===== src/rtl/regfile_ctrl_pkg.sv =====
// rtl/regfile_ctrl_pkg.sv - opcodes, FSM states and instruction field positions for regfile_ctrl
package regfile_ctrl_pkg;

  typedef enum logic [2:0] {
    OP_NOP  = 3'b000,
    OP_ADD  = 3'b001,
    OP_SUB  = 3'b010,
    OP_ADDI = 3'b011,
    OP_MOV  = 3'b100,
    OP_LI   = 3'b101,
    OP_LW   = 3'b110,
    OP_SW   = 3'b111
  } opcode_e;

  typedef enum logic [2:0] {
    ST_IDLE,
    ST_READ,
    ST_EXEC,
    ST_MEM,
    ST_WB
  } state_e;

  localparam int OP_MSB  = 7;
  localparam int OP_LSB  = 5;
  localparam int RD_BIT  = 4;
  localparam int RS_BIT  = 3;
  localparam int IMM_MSB = 2;
  localparam int IMM_W   = IMM_MSB + 1;

  function automatic logic is_mem_op(input opcode_e op);
    return (op == OP_LW) || (op == OP_SW);
  endfunction

endpackage


===== src/rtl/regfile_ctrl_alu.sv =====
// rtl/regfile_ctrl_alu.sv - combinational add/sub/pass-rs/pass-imm selected by opcode
module regfile_ctrl_alu
  import regfile_ctrl_pkg::*;
#(
  parameter int DATA_W = 8
) (
  input  opcode_e           op,
  input  logic [DATA_W-1:0] a,
  input  logic [DATA_W-1:0] b,
  input  logic [IMM_W-1:0]  imm,
  output logic [DATA_W-1:0] y
);

  logic [DATA_W-1:0] imm_ext;

  assign imm_ext = DATA_W'(imm);

  // Carries and borrows fall off the top; results are modulo 2^DATA_W.
  always_comb begin
    y = '0;
    case (op)
      OP_ADD:  y = a + b;
      OP_SUB:  y = a - b;
      OP_ADDI: y = a + imm_ext;
      OP_MOV:  y = b;
      OP_LI:   y = imm_ext;
      default: y = '0;
    endcase
  end

endmodule


===== src/rtl/regfile_ctrl.sv =====
// rtl/regfile_ctrl.sv - issue/writeback FSM for register_file; REGFILE_CTRL_TIMEOUT_EN adds memory timeout
module regfile_ctrl
  import regfile_ctrl_pkg::*;
#(
  parameter int DATA_W      = 8,
  parameter int MEM_TIMEOUT = 16
) (
  input  logic              CLK,
  input  logic              RST,
  input  logic              instr_valid,
  input  logic [7:0]        instr,
  output logic              instr_ready,
  output logic              rd,
  output logic              rs,
  output logic              regSelect,
  output logic              immSelect,
  output logic [IMM_W-1:0]  imm,
  output logic [DATA_W-1:0] write_data,
  input  logic [DATA_W-1:0] rd_data,
  input  logic [DATA_W-1:0] rs_data,
  output logic              mem_req,
  output logic              mem_we,
  output logic [DATA_W-1:0] mem_addr,
  output logic [DATA_W-1:0] mem_wdata,
  input  logic [DATA_W-1:0] mem_rdata,
  input  logic              mem_ack,
  output logic              done,
  output logic              err
);

  if (DATA_W != 8 || MEM_TIMEOUT < 1) begin : g_cfg_check
    $error("regfile_ctrl: DATA_W must be 8 and MEM_TIMEOUT at least 1");
  end

  state_e            state_q, state_d;
  opcode_e           op_q;
  logic              rd_q, rs_q;
  logic [IMM_W-1:0]  imm_q;
  logic [DATA_W-1:0] a_q, b_q, result_q, alu_y;
  logic              accept, retire, done_q, tmo_hit;

  assign accept = (state_q == ST_IDLE) && instr_valid;
  assign done   = done_q;

  regfile_ctrl_alu #(.DATA_W(DATA_W)) u_alu (
    .op  (op_q),
    .a   (a_q),
    .b   (b_q),
    .imm (imm_q),
    .y   (alu_y)
  );

`ifdef REGFILE_CTRL_TIMEOUT_EN
  localparam int CNT_W = $clog2(MEM_TIMEOUT + 1);
  logic [CNT_W-1:0] tmo_cnt_q;
  logic             err_q;

  // Leaving MEM clears the count, so every MEM visit starts from zero.
  assign tmo_hit = (state_q == ST_MEM) && !mem_ack && (tmo_cnt_q == CNT_W'(MEM_TIMEOUT - 1));
  assign err     = err_q;

  always_ff @(posedge CLK) begin
    if (RST) begin
      tmo_cnt_q <= '0;
      err_q     <= 1'b0;
    end else begin
      tmo_cnt_q <= (state_q == ST_MEM) ? tmo_cnt_q + 1'b1 : '0;
      err_q     <= tmo_hit;
    end
  end
`else
  assign tmo_hit = 1'b0;
  assign err     = 1'b0;
`endif

  always_comb begin
    state_d     = state_q;
    retire      = 1'b0;
    instr_ready = 1'b0;
    rd          = 1'b0;
    rs          = 1'b0;
    regSelect   = 1'b0;
    immSelect   = 1'b0;
    imm         = '0;
    write_data  = '0;
    mem_req     = 1'b0;
    mem_we      = 1'b0;
    mem_addr    = '0;
    mem_wdata   = '0;
    case (state_q)
      ST_IDLE: begin
        instr_ready = !RST;
        if (instr_valid) state_d = ST_READ;
      end
      ST_READ: begin
        rd = rd_q;
        rs = rs_q;
        if (op_q == OP_LI) begin
          immSelect = 1'b1;
          imm       = imm_q;
        end
        state_d = ST_EXEC;
      end
      ST_EXEC: begin
        if (is_mem_op(op_q)) begin
          state_d = ST_MEM;
        end else if (op_q == OP_NOP) begin
          state_d = ST_IDLE;
          retire  = 1'b1;
        end else begin
          state_d = ST_WB;
        end
      end
      ST_MEM: begin
        mem_req   = !RST;
        mem_we    = !RST && (op_q == OP_SW);
        mem_addr  = b_q;
        mem_wdata = a_q;
        if (mem_ack) begin
          if (op_q == OP_LW) begin
            state_d = ST_WB;
          end else begin
            state_d = ST_IDLE;
            retire  = 1'b1;
          end
        end else if (tmo_hit) begin
          state_d = ST_IDLE;
        end
      end
      ST_WB: begin
        // A reset landing on the write-back cycle must not reach the register file.
        regSelect  = !RST;
        rd         = rd_q;
        write_data = result_q;
        state_d    = ST_IDLE;
        retire     = 1'b1;
      end
      default: state_d = ST_IDLE;
    endcase
  end

  always_ff @(posedge CLK) begin
    if (RST) begin
      state_q  <= ST_IDLE;
      done_q   <= 1'b0;
      op_q     <= OP_NOP;
      rd_q     <= 1'b0;
      rs_q     <= 1'b0;
      imm_q    <= '0;
      a_q      <= '0;
      b_q      <= '0;
      result_q <= '0;
    end else begin
      state_q <= state_d;
      done_q  <= retire;
      if (accept) begin
        op_q  <= opcode_e'(instr[OP_MSB:OP_LSB]);
        rd_q  <= instr[RD_BIT];
        rs_q  <= instr[RS_BIT];
        imm_q <= instr[IMM_MSB:0];
      end
      if (state_q == ST_READ) begin
        a_q <= rd_data;
        b_q <= rs_data;
      end
      if (state_q == ST_EXEC) result_q <= alu_y;
      if (state_q == ST_MEM && mem_ack && op_q == OP_LW) result_q <= mem_rdata;
    end
  end

endmodule


===== config.mk =====
export PLATFORM = sky130hd
export DESIGN_NAME = regfile_ctrl
export DESIGN_NICKNAME = d
export VERILOG_FILES = /design/src/rtl/regfile_ctrl_pkg.sv /design/src/rtl/regfile_ctrl_alu.sv /design/src/rtl/regfile_ctrl.sv
export SDC_FILE = /design/constraint.sdc
export NUM_CORES = 1
export LEC_CHECK = 0
export CAP_MARGIN = 10
export CORE_MARGIN = 2
export CORE_UTILIZATION = 40
export DETAILED_ROUTE_END_ITERATION = 16
export PLACE_DENSITY = 0.79
export SYNTH_ARGS = -nofsm -noshare
export SYNTH_HDL_FRONTEND = slang
export SYNTH_SLANG_ARGS = --single-unit

===== constraint.sdc =====
create_clock -name CLK -period 2.6 [get_ports CLK]
set_input_delay 0.52 -clock CLK [delete_from_list [all_inputs] [get_ports CLK]]
set_output_delay 0.52 -clock CLK [all_outputs]
set_load 0.01 [all_outputs]

==> impl_summary.md, run 1 <==
STA
Counting I/O delays and the setup requirement, the final critical path takes 2.55 ns. Setup repair after global routing could not meet its margin everywhere. Of the available clock period, the critical path in the final layout requires 0.981. The accumulated negative setup slack is 0 ns. The number of hold violations in the final report was 0. The count of endpoints failing setup in the final report is 0. Once routing completed, OpenROAD measured the worst setup slack at 0.0483 ns.

The max-slew violation count came to 0. The normalized max-slew margin is 0.635. The transition time of the tightest slew-check pin is 0.545 ns. The highest achievable clock rate is 0.392 GHz. Across the routed clock network, the largest skew measured is 0.00263 ns.

Global route
The initial antenna violation count is 0. The first global-routing pass estimated 11,200 um of wire. The number of global-route vias before repair was 2,460. Across every metal layer, demand over resource in global routing totals 0.216. The global-route congestion overflow total is 0. The maximum number of pins on one net before global-route repair is 25.

CTS
The CTS tree is done. The cts-stage hold buffer count is 0. The buffers inserted during post-CTS setup optimization is 0. The clock transition time at the flip-flop clock pins of the worst setup and hold paths is 0.07 ns. The later pin in the worst-skew pair is clocked with a latency of 0.29 ns.

No sink is reached through more buffers than the 2 on the longest clock path. The cell at the root of the clock tree is sky130_fd_sc_hd__clkbuf_8. The clock buffer count from CTS is 5.

The clock sink count is 36. The H-tree generated during clock tree synthesis spans 2 levels.

Pwr
In this run the power density over the cells is 392 nW/um2. The analysis attributes to cell leakage a power of 0.00132 uW. The worst ir drop on vdd is 213 uV.

Floorplanning
The number of placement rows is 28. The die is 81.6 um tall. The number of top-level pins is 72. The die footprint is 6650 um2. The initial utilization of the core area, before any placement, comes to 0.411. The placeable core region is 5850 um2. The width of the chip is 81.6 um.

Synthesis
The yosys synthesis warning count is 0. For this run, the register share of the synthesized area comes to 0.299. The synthesized design contains 36 register bits.

Of all cell types, the one taking the most synthesized area is sky130_fd_sc_hd__dfxtp_1. Synthesis handed over a netlist of 332 instances. The most frequently used flop master after synthesis is sky130_fd_sc_hd__dfxtp_1. In this run the mean area of a mapped cell was 7.25 um2. After synthesis, the cell types taking the most area are sky130_fd_sc_hd__dfxtp_1 30%, sky130_fd_sc_hd__nand2_1 11%, sky130_fd_sc_hd__a21oi_1 8.3%, sky130_fd_sc_hd__and2_1 5.2%, sky130_fd_sc_hd__ha_1 4.2%. For this run, asynchronously set or reset flops after synthesis account for 0. The share of synthesized area in the top cell type comes to 0.299. Counting every net in the synthesized netlist gives 377. The synthesized design contains 0 enable-type register cells. The cell area that synthesis handed to floorplanning was 2410 um2. Yosys mapped the design onto 54 distinct sky130hd cell types.

Setup path
The critical path ends at result_q[6]. The critical path runs through a total of 13 cells. The largest incremental delay on the critical path is 0.34 ns. The number of buffers and inverters on the critical path is 2. The cell family contributing the most delay on the critical path is compound AO/OA/AOI/OAI gates. The signal on the critical path passes through inv_2 > ha_4 > buf_4 > nor3_1 > a21oi_1 > o21ai_0 > ha_1 > nor2b_1 > o21ai_2 > a21boi_2 > o2111a_1 > o31ai_2 > a31oi_1. The master of the slowest instance on the critical path is sky130_fd_sc_hd__dfxtp_2. Measured in cells, the most critical reg-to-reg path has a length of 13. In this run the critical register-to-register path is launched from b_q[1]. The setup check on the worst reg-to-reg path leaves a slack of 0.05 ns.

The endpoint type of the worst setup path is a flop. STA puts the critical path data required time at 2.78 ns. Of all nets on the critical path, the largest fanout is 3. The worst setup path startpoint is b_q[1]. The data arrival at the endpoint of the critical path is 2.73 ns. The worst reg2reg path endpoint is result_q[6].

The critical path is of the flop to flop type. The worst setup path is launched from a flop.

Flow run
Across the run, the number of max-cap violations was 0.

Detailed routing
The post-detailed-route wirelength per cell is 15.0 um. Signal routing reaches up to met4. Across all layers, the routed design uses 2,613 vias.

The post-detailed-routing wire length is 7290 um. The detailed-routing iteration count for the pre-antenna-repair pass is 5. The final routed DRC violation total is 0. The post-detailed-route via-to-cell ratio is 5.38. The total length of routed met3 wires is 479 um. The detail route stage leaves a number of antenna-violating nets equal to 0.

For this block, the initial DRC count from the detailed router was 168. The detailed-routed wire length on met2 is 3510 um. The met1 layer wirelength in the final routing is 3130 um.

Final layout
The multi-input logic area is 1650 um2. At the end of the flow the core is filled with cells to 0.596. The filler cell count is 518. The final net count is 455. The fraction of layout instances using a drive strength above 1 is 0.165. The synthesis-to-layout area growth is 44.9%. Registers take 724 um2. The repair_antennas step left the layout with diodes totalling 0.

Status
The run finished with clean final reports.

Placement
Port buffering added 70 buffers. The global placement routability congestion is 0.905. Before CTS, the worst setup slack after placement is -0.0921 ns. The HPWL after detailed placement is 5310 um.

Worst hold path
The path class of the lowest-slack min-delay path is flop to flop. The worst hold path cell count is 2.
[Yosys cell counts (2+ instances only)]
master                     count
sky130_fd_sc_hd__mux2i_1       2
sky130_fd_sc_hd__nand2_1      71
sky130_fd_sc_hd__a222oi_1      2
sky130_fd_sc_hd__a21o_1        3
sky130_fd_sc_hd__nand2b_1      5
sky130_fd_sc_hd__xor2_1        2
sky130_fd_sc_hd__a211oi_1      3
sky130_fd_sc_hd__nor4_1        4
sky130_fd_sc_hd__nor3b_1       2
sky130_fd_sc_hd__xnor2_1       2
sky130_fd_sc_hd__ha_1          8
sky130_fd_sc_hd__dfxtp_1      36
sky130_fd_sc_hd__a31oi_1       8
sky130_fd_sc_hd__or2_2         2
sky130_fd_sc_hd__nor2b_1       5
sky130_fd_sc_hd__and2_1       20
sky130_fd_sc_hd__nand3b_1      5
sky130_fd_sc_hd__clkbuf_1     17
sky130_fd_sc_hd__o31ai_1       2
sky130_fd_sc_hd__buf_6         2
sky130_fd_sc_hd__nor3_1        8
sky130_fd_sc_hd__buf_2         3
sky130_fd_sc_hd__and3_1       13
sky130_fd_sc_hd__o21ai_0      10
sky130_fd_sc_hd__a211o_1       2
sky130_fd_sc_hd__nor2_1       13
sky130_fd_sc_hd__nand3_1       8
sky130_fd_sc_hd__a21oi_1      40
sky130_fd_sc_hd__inv_1         9
[cells by family (layout without fill, tap and decap cells)]
group	after synthesis	in the layout	share of synthesized area
DFF	36	36	0.299
and+or+nand+nor	167	167	0.362
other	1	1	0.00156
adders and majority gates	9	9	0.0499
xor gates and xnor gates	4	4	0.0146
muxes	3	3	0.0130
buffers and inverters	33	112	0.0608
AOI/OAI and AO/OA	79	79	0.199
[final cells by class]
cell class	instances	share of cell area
Clock buffer	6	0.0237
Multi-Input combinational cell	263	0.474
Inverter	9	0.00969
Tap cell	75	0.0269
Timing Repair Buffer	95	0.255
Sequential cell	36	0.208
Clock inverter	2	0.00287
[metal layers]
| metal | up-vias | global-route usage |
|---|---|---|
| met5 | - | 0 |
| li1 | 1306 | - |
| met3 | 15 | 0.0352 |
| met1 | 1181 | 0.283 |
| met2 | 111 | 0.355 |
| met4 | 0 | 0.0850 |
[state kept, by name, indices dropped and copies added (netlist names)]
| signal | count |
|---|---|
| b_q | 8 |
| state_q | 3 |
| a_q | 8 |
| result_q | 8 |
| rd_q | 1 |
| done | 1 |
| op_q | 3 |
| imm_q | 3 |
| rs_q | 1 |
[tightest hold or removal path, cell delays in order, from the launching register on]
cell and delay [ns]:
sky130_fd_sc_hd__dfxtp_1 0.31, sky130_fd_sc_hd__nand2_1 0.05, sky130_fd_sc_hd__a21oi_1 0.06
[power breakdown]
group	switching, uW	internal, uW
combinational	170	173
clock	206	211
sequential	30.6	575
[stage by stage]
stage / hold slack (ns) / cells / total power, uW / instance area (um2)
after floorplan: 0.432 / 332 / 782 / 2410
after global placement: 0.441 / 478 / 913 / 3280
after detailed placement: 0.453 / 478 / 921 / 3280
after CTS: 0.463 / 486 / 1340 / 3390
after global routing: 0.491 / 486 / 1430 / 3490
final: 0.466 / 486 / 1370 / 3490
[cells in the final DEF (no fill, tap or decap), types with 6 or more instances in the layout]
cell,netlist,final
sky130_fd_sc_hd__and3_1,13,12
sky130_fd_sc_hd__nor2_1,13,11
sky130_fd_sc_hd__dfxtp_1,36,33
sky130_fd_sc_hd__buf_4,1,25
sky130_fd_sc_hd__nand3_1,8,8
sky130_fd_sc_hd__a31oi_1,8,8
sky130_fd_sc_hd__inv_1,9,7
sky130_fd_sc_hd__nor3_1,8,7
sky130_fd_sc_hd__clkdlybuf4s50_1,0,70
sky130_fd_sc_hd__ha_1,8,6
sky130_fd_sc_hd__nand2_1,71,71
sky130_fd_sc_hd__and2_1,20,19
sky130_fd_sc_hd__clkbuf_8,0,6
sky130_fd_sc_hd__a21oi_1,40,38
[repair_timing]
action | in CTS | in global routing
setup endpoints to repair | 6 | 21
pin swaps | 0 | 10
gates resized for setup | 6 | 29
[how the worst min path moves through the flow]
stage               endpoint  startpoint  slack (ns)
global placement        rs_q        rs_q        0.44
CTS                     rs_q        rs_q        0.46
global route            rd_q        rd_q        0.49
floorplan               rs_q        rs_q        0.43
finish                  rs_q        rs_q        0.47
detailed placement      rs_q        rs_q        0.45
No activity file was read; power rests on OpenSTA's default activity.
==> run 2: changes to the inputs <==
--- a/config.mk
+++ b/config.mk
@@ -6,6 +6,7 @@
 export NUM_CORES = 1
 export LEC_CHECK = 0
 export CAP_MARGIN = 10
+export CORE_ASPECT_RATIO = 0.9
 export CORE_MARGIN = 2
 export CORE_UTILIZATION = 40
 export DETAILED_ROUTE_END_ITERATION = 16
==> impl_summary.md, run 2 (synthesis results as in run 1) <==
Status
The run finished, with violations left. The final reports fail on DRC.

STA
The worst hold margin is 0.456 ns (-0.00941 ns). The post-layout minimum cycle time is 2.52 ns (-0.0313 ns). Setup repair after global routing could not meet its margin everywhere. The worst-case setup margin in the final layout is 0.0795 ns (+0.0313 ns).

The number of hold violations in the final report is 0 (unchanged). The transition time of the tightest slew-check pin is 0.694 ns (+0.148 ns). The highest achievable clock rate is 0.397 GHz (+1.2%). The worst-case clock skew is 0.00794 ns (+0.00530 ns). The part of the cycle the worst path needs is 0.969 (-0.0120). The count of endpoints failing setup in the final report is 0 (unchanged). The normalized max-slew margin is 0.536 (-0.0991). The max-slew violation count is 0 (unchanged).

Floorplanning
The placeable core region is 5760 um2 (-1.6%). The width of the chip is 85.8 um (+5.1%). The die footprint is 6660 um2 (about the same). The initial core utilization was 0.418 (+0.00662).

The number of top-level pins is 72 (unchanged). The vertical die dimension is 77.6 um (-4.9%). The number of placement rows is 26 (-7.1%).

Pwr
The areal power density over the cells is 395 nW/um2 (+0.83%). The net switching power is 403 uW (-0.74%). The net switching share of the total power is 0.296 (-0.00209). The portion of total power attributed to the clock network is 0.311 (+0.005).

The leakage power of the design is 0.00131 uW (-0.86%). The part of the total power dissipated in combinational logic came to 0.244 (-0.007). The worst ir drop on vdd is 192 uV (-9.5%).

The final total power came to 1370 uW (about the same). The sequential share of power is 0.445 (+0.002). The internal power component was 962 uW (+0.26%).

Setup path
The setup path with the least slack is of type input pin to output pin. STA classifies the critical path endpoint as an output pin. The required arrival time at the worst endpoint is 2.08 ns (-0.70 ns). The startpoint type of the worst setup path is an input pin. The internal reg-to-reg setup slack is 0.09 ns (+0.04 ns).

The depth of the most critical reg-to-reg path is 13 (unchanged). The maximum fanout encountered on the critical timing path is 5 (+2). The data arrival at the endpoint of the critical path is 2.00 ns (-0.73 ns).

Global route
The initial antenna violation count is 0 (unchanged). The maximum number of pins on one net before global-route repair is 20 (-20%). The overall track demand over capacity in global routing is 0.216 (+0.000435). The wire length of the first global-routing pass was 11,700 um (+3.7%). The global-route congestion overflow total is 0 (unchanged). The number of global-route vias before repair is 2,449 (-0.45%).

Final layout
The filler cell count is 497 (-4.1%). The number of antenna cells inserted was 0 (unchanged). The number of non-filler instances in the completed layout was 477 (-1.9%).

The fraction of layout instances using a drive strength above 1 is 0.157 (-0.00820). The multi-input logic area came to 1660 um2 (about the same). Leaving out fill and tap cells, the most frequent cells in the layout are 71 x sky130_fd_sc_hd__nand2_1, 70 x sky130_fd_sc_hd__clkdlybuf4s50_1, 38 x sky130_fd_sc_hd__a21oi_1.

The final core utilization is 0.600 (+0.00437). The synthesis-to-layout area growth is 43.6%. The area taken by flip-flops and latches is 728 um2 (+0.52%). The final net count is 451 (-0.88%). The library cell used most frequently in the layout, excluding fill and tap cells, is sky130_fd_sc_hd__nand2_1. In the final layout, the registers with the most flip-flops are a_q x8, b_q x8, result_q x8.

Placement
The quantity of I/O buffers inserted on ports is 70 (unchanged). The placed cell count is 468 (-2.1%). The placed wire-length estimate is 5240 um (-1.4%). The worst slack after detailed placement is -0.251 ns (-0.159 ns).

The global placement routability congestion is 0.893 (-1.4%).

CTS
The clock buffer count from CTS is 5 (unchanged). The cell at the root of the clock tree is sky130_fd_sc_hd__clkbuf_8. The clock transition time at the flip-flop clock pins of the worst setup and hold paths was 0.08 ns (about the same). The number of H-tree levels is 2 (unchanged). The source-to-sink clock delay at the later pin of the worst-skew pair is 0.29 ns (about the same). The cts-stage hold buffer count is 0 (unchanged). The clock sink count is 36 (unchanged). TritonCTS built the clock tree. The maximum buffer depth of the clock tree is 2 (unchanged).

Detailed routing
The number of design-rule violations left by the first detailed-router iteration came to 249 (+48%). The final routed DRC violation total is 3 (+3). The detailed-routing iteration count for the pre-antenna-repair pass was 10 (+5).

The post-detailed-route via-to-cell ratio was 5.48 (+2.0%). The count of vias placed by the detailed router is 2,616 (+0.11%). The post-detailed-route wirelength per cell is 14.9 um (-0.55%). The count of antenna-violating nets left after detailed routing is 0 (unchanged). The post-detailed-routing wire length came to 7120 um (-2.4%).

Flow run
The number of max-cap violations is 0 (unchanged).

Worst hold path
The worst hold path belongs to the class flop to flop. The worst hold path cell count is 2 (unchanged).
run 2: final cells by class:
cell class	instances	share of cell area
Inverter	9	0.00977
Sequential cell	36	0.211
Multi-Input combinational cell	263	0.479
Timing Repair Buffer	91	0.249
Tap cell	70	0.0253
Clock buffer	8	0.0261
run 2: repair_timing:
| item | 4_1_cts | 5_1_grt |
|---|---|---|
| pin swaps | 0 | 9 |
| buffers inserted | 0 | 1 |
| endpoints found under the setup margin | 9 | 23 |
| resized for setup | 8 | 30 |
run 2: worst paths after layout:
check | from | endpoint
hold / removal | rd_q | rd_q
hold reg to reg | rd_q | rd_q
setup / recovery | RST | mem_we
setup reg to reg | b_q[0] | result_q[7]
run 2: worst max-delay path, stage by stage:
cell,delay (ns)
sky130_fd_sc_hd__clkdlybuf4s50_1,0.53
sky130_fd_sc_hd__nor4b_2,0.35
sky130_fd_sc_hd__clkdlybuf4s50_1,0.60
run 2: layer usage:
metal / GRT usage / vias up / share of wire
li1: - / 1298 / -
met1: 0.297 / 1214 / 0.45
met2: 0.351 / 100 / 0.48
met3: 0.0426 / 4 / 0.067
met4: 0.0476 / 0 / 0.0059
met5: 0 / - / 0
run 2: power by group through the flow:
stage / clock network, uW / registers, uW / logic, uW
after floorplan: 0 / 602 / 181
after global placement: 0 / 614 / 292
after detailed placement: 0 / 615 / 301
after CTS: 426 / 603 / 306
after global routing: 445 / 612 / 365
final: 424 / 608 / 333
run 2: through the flow:
step | instance area [um2] | TNS (ns)
final | 3460 | 0
after global routing | 3460 | -0.0704
after CTS | 3340 | -0.0229
after detailed placement | 3230 | -0.476
after global placement | 3230 | -0.00943
after floorplan | 2410 | 0
==> run 3: changes to the inputs <==
--- a/config.mk
+++ b/config.mk
@@ -5,12 +5,13 @@
 export SDC_FILE = /design/constraint.sdc
 export NUM_CORES = 1
 export LEC_CHECK = 0
+export ABC_AREA = 1
 export CAP_MARGIN = 10
 export CORE_ASPECT_RATIO = 0.9
 export CORE_MARGIN = 2
 export CORE_UTILIZATION = 40
 export DETAILED_ROUTE_END_ITERATION = 16
-export PLACE_DENSITY = 0.79
+export PLACE_DENSITY = 0.8
 export SYNTH_ARGS = -nofsm -noshare
 export SYNTH_HDL_FRONTEND = slang
 export SYNTH_SLANG_ARGS = --single-unit
==> impl_summary.md, run 3 <==
Status
The flow ran to the end, and the final reports show no timing, DRC or antenna violations.

Global route
The overall track demand over capacity in global routing was 0.196 (-0.0198). The met1 routing resource usage after global routing is 0.240 (-0.0568). The maximum number of pins on one net before global-route repair was 30 (+50%). The layer flagged by global routing as most heavily used is met2. The initial antenna violation count is 0 (unchanged). The met2 layer usage reported by global route is 0.345 (-0.00590). The global-route congestion overflow total was 0 (unchanged). The global-route met3 utilization is 0.0344 (-0.00811). The wire length of the first global-routing pass was 10,500 um (-10%). The number of global-route vias before repair came to 2,409 (-1.6%).

Setup path
The depth of the most critical reg-to-reg path came to 15 (+2). The master of the slowest instance on the critical path is sky130_fd_sc_hd__clkdlybuf4s50_1. The number of buffers and inverters on the critical path is 2 (unchanged).

The endpoint type of the worst setup path is an output pin. The worst setup path is of the flop to output pin kind. In this run the critical register-to-register path is launched from b_q[1]. The worst setup path is launched from a flop. The critical path goes through inv_2 > nand3_2 > nor3_1 > clkdlybuf4s50_1. The cell family contributing the most delay on the critical path is simple AND/OR/NAND/NOR gates. The maximum fanout encountered on the critical timing path came to 22 (+17). The data arrival at the endpoint of the critical path is 2.00 ns (about the same). The largest incremental delay on the critical path is 0.59 ns (about the same).

The internal reg-to-reg setup slack came to 0.23 ns (+0.14 ns). The worst reg2reg path endpoint is result_q[6]. The required arrival time at the worst endpoint is 2.08 ns (about the same).

Synthesis
Yosys instantiated no cell more often than sky130_fd_sc_hd__inv_1. The yosys synthesis warning count was 0 (unchanged). The post-synthesis net count is 399 (+5.8%). The leading area contributor after synthesis is sky130_fd_sc_hd__dfxtp_1. The commonest cells after synthesis are 57 x sky130_fd_sc_hd__inv_1, 49 x sky130_fd_sc_hd__nor2_1, 42 x sky130_fd_sc_hd__nand2_1. The number of register bits inferred by synthesis is 36 (unchanged). The number of standard cells after synthesis came to 354 (+6.6%). The mux cell area share after synthesis came to 0 (-0.0130).

The xor/xnor cell area share of the yosys netlist came to 0 (-0.0146). The most frequently used flop master after synthesis is sky130_fd_sc_hd__dfxtp_1. By area, the combinational part of the netlist is dominated by simple AND/OR/NAND/NOR gates. The compound-cell area share of the yosys netlist is 0.227 (+0.0275).

The mean cell area of the mapped netlist is 6.63 um2 (-8.6%). Sorting the synthesized cells by area gives the leading types as sky130_fd_sc_hd__dfxtp_1 31%, sky130_fd_sc_hd__inv_1 9.1%, sky130_fd_sc_hd__nor2_1 7.8%, sky130_fd_sc_hd__a21oi_1 7.5%, sky130_fd_sc_hd__o21ai_0 7.5%. The post-synthesis async set-or-reset flop share came to 0 (unchanged). The number of synthesized flops with an enable pin was 0 (unchanged). The area share of fa/ha/maj cells after synthesis is 0.0512 (+0.00128). The sequential share of the synthesized area came to 0.307 (+0.00766). The count of different cell masters after synthesis is 39 (-28%). The fraction of synthesized cell area taken by the top area cell type was 0.307 (+0.00766). The synthesized-area fraction occupied by and/or/nand/nor cells came to 0.271 (-0.0904). The summed instance area of the synthesized netlist is 2350 um2 (-2.5%).

Final layout
Relative to the synthesized area, the layout overhead comes to 36.0%. The final core utilization is 0.564 (-0.0365). The largest registers in the layout are a_q x8, b_q x8, result_q x8. The number of non-filler instances in the completed layout was 493 (+3.4%). The library cells used most frequently in the layout, excluding fill and tap cells, are 70 x sky130_fd_sc_hd__clkdlybuf4s50_1, 55 x sky130_fd_sc_hd__inv_1, 49 x sky130_fd_sc_hd__nor2_1.

The number of antenna cells inserted is 0 (unchanged). The most common library cell in the layout ignoring fill and taps is sky130_fd_sc_hd__clkdlybuf4s50_1. The fraction of layout instances using a drive strength above 1 is 0.0922 (-0.0650). The final net count is 467 (+3.5%).

Floorplanning
The initial core utilization is 0.415 (-0.00340). The vertical die dimension is 76.7 um (-1.2%). The placeable core region is 5660 um2 (-1.7%). The number of top-level pins is 72 (unchanged).

The width of the chip came to 84.7 um (-1.2%). The number of placement rows is 26 (unchanged). The die footprint is 6500 um2 (-2.4%).

Placement
The global placement routability congestion is 0.845 (-5.4%). The placed cell count is 484 (+3.4%). The quantity of I/O buffers inserted on ports was 70 (unchanged). The placed wire-length estimate is 4810 um (-8.0%).

STA
The highest achievable clock rate came to 0.397 GHz (about the same). The number of hold violations in the final report came to 0 (unchanged). The count of endpoints failing setup in the final report was 0 (unchanged). The normalized max-slew margin came to 0.631 (+0.0951).

The max-slew violation count is 0 (unchanged). The post-layout minimum cycle time is 2.52 ns (-0.00167 ns). The worst-case clock skew came to 0.00306 ns (-0.00488 ns). The part of the cycle the worst path needs came to 0.969 (about the same). The transition time of the tightest slew-check pin was 0.551 ns (-0.143 ns).

The accumulated negative setup slack is 0 ns (unchanged). Setup repair after global routing could not meet its margin everywhere.

Worst hold path
The worst hold path cell count was 2 (unchanged). The path class of the lowest-slack min-delay path is flop to flop. The worst hold endpoint is rs_q.

The worst hold path begins at rs_q.

Detailed routing
The detailed-routing iteration count for the pre-antenna-repair pass is 5 (-5). The number of design-rule violations left by the first detailed-router iteration was 147 (-41%). The post-detailed-route wirelength per cell is 12.8 um (-14%). The post-detailed-route via-to-cell ratio is 5.12 (-6.7%). The post-detailed-routing wire length is 6310 um (-11%). The count of vias placed by the detailed router is 2,523 (-3.6%).

The count of antenna-violating nets left after detailed routing came to 0 (unchanged). The final routed DRC violation total is 0 (-3).

CTS
The maximum buffer depth of the clock tree is 2 (unchanged). The clock sink count is 36 (unchanged). The number of H-tree levels is 2 (unchanged). The CTS tree is done. The clock transition time at the flip-flop clock pins of the worst setup and hold paths is 0.07 ns (about the same).

The cell at the root of the clock tree is sky130_fd_sc_hd__clkbuf_8. The clock buffer count from CTS came to 5 (unchanged). The source-to-sink clock delay at the later pin of the worst-skew pair is 0.29 ns (about the same).

Flow run
The number of max-cap violations is 0 (unchanged).

Pwr
The areal power density over the cells is 516 nW/um2 (+31%). The worst ir drop on vdd is 255 uV (+32%). The leakage power of the design came to 0.00128 uW (-2.6%).
[run 3: cell type report]
class	instances	area, um2
fill	557	2470
multi-input combinational	241	1300
timing repair buffer	77	753
sequential	36	723
inverter	61	239
clock buffer	8	90.1
tap	70	87.6
[run 3: logic make-up (layout without fill, tap and decap cells)]
family	count (synthesis)	count (layout)
buf+inv	77	146
flops	36	36
other cells	1	1
compound gates	95	95
fa+ha+maj	9	9
simple gates	136	136
[run 3: repair_timing]
item                       in CTS  in global routing
hold buffers                    0                  0
gates resized for setup         0                  7
setup endpoints to repair       0                  4
hold endpoints to repair        0                  0
setup buffers                   0                  1
[run 3: worst max-delay path by stage]
| stage | end | startpoint | cells past startpoint | slack (ns) |
|---|---|---|---|---|
| after floorplan | result_q[5] | b_q[1] | 16 | 0.45 |
| after global placement | regSelect | RST | 3 | 0.26 |
| after detailed placement | result_q[6] | b_q[1] | 17 | 0.15 |
| after CTS | mem_we | state_q[2] | 4 | 0.08 |
| after global routing | mem_we | state_q[2] | 4 | -0.02 |
| final | mem_we | state_q[2] | 4 | 0.08 |
[run 3: routing by layer]
metal,vias to the layer above,routed length [um]
li1,1290,-
met1,1132,2670
met2,89,3160
met3,12,381
met4,0,102
met5,-,0
[run 3: worst register-to-register path: cells and delay by family (launching register included)]
family | cells | cell delay, ns
buf+inv | 4 | 0.28
simple gates | 4 | 0.38
fa+ha+maj | 2 | 0.53
flops | 1 | 0.31
compound gates | 5 | 0.76
[run 3: power breakdown]
group	leakage [uW]	total (uW)	internal, uW	switching [uW]
clock network	0.0000455	412	216	196
logic	0.000937	572	230	341
registers	0.000296	662	612	49.6
[run 3: per-stage QoR]
step                      instance area [um2]  total power [uW]  setup slack, ns  hold WS, ns
after global routing                     3190              1750          -0.0241        0.492
after global placement                   3090              1200            0.258        0.439
after detailed placement                 3090              1220            0.147        0.453
after CTS                                3180              1630           0.0790        0.464
after floorplan                          2350              1060            0.451        0.430
final                                    3190              1650           0.0812        0.460
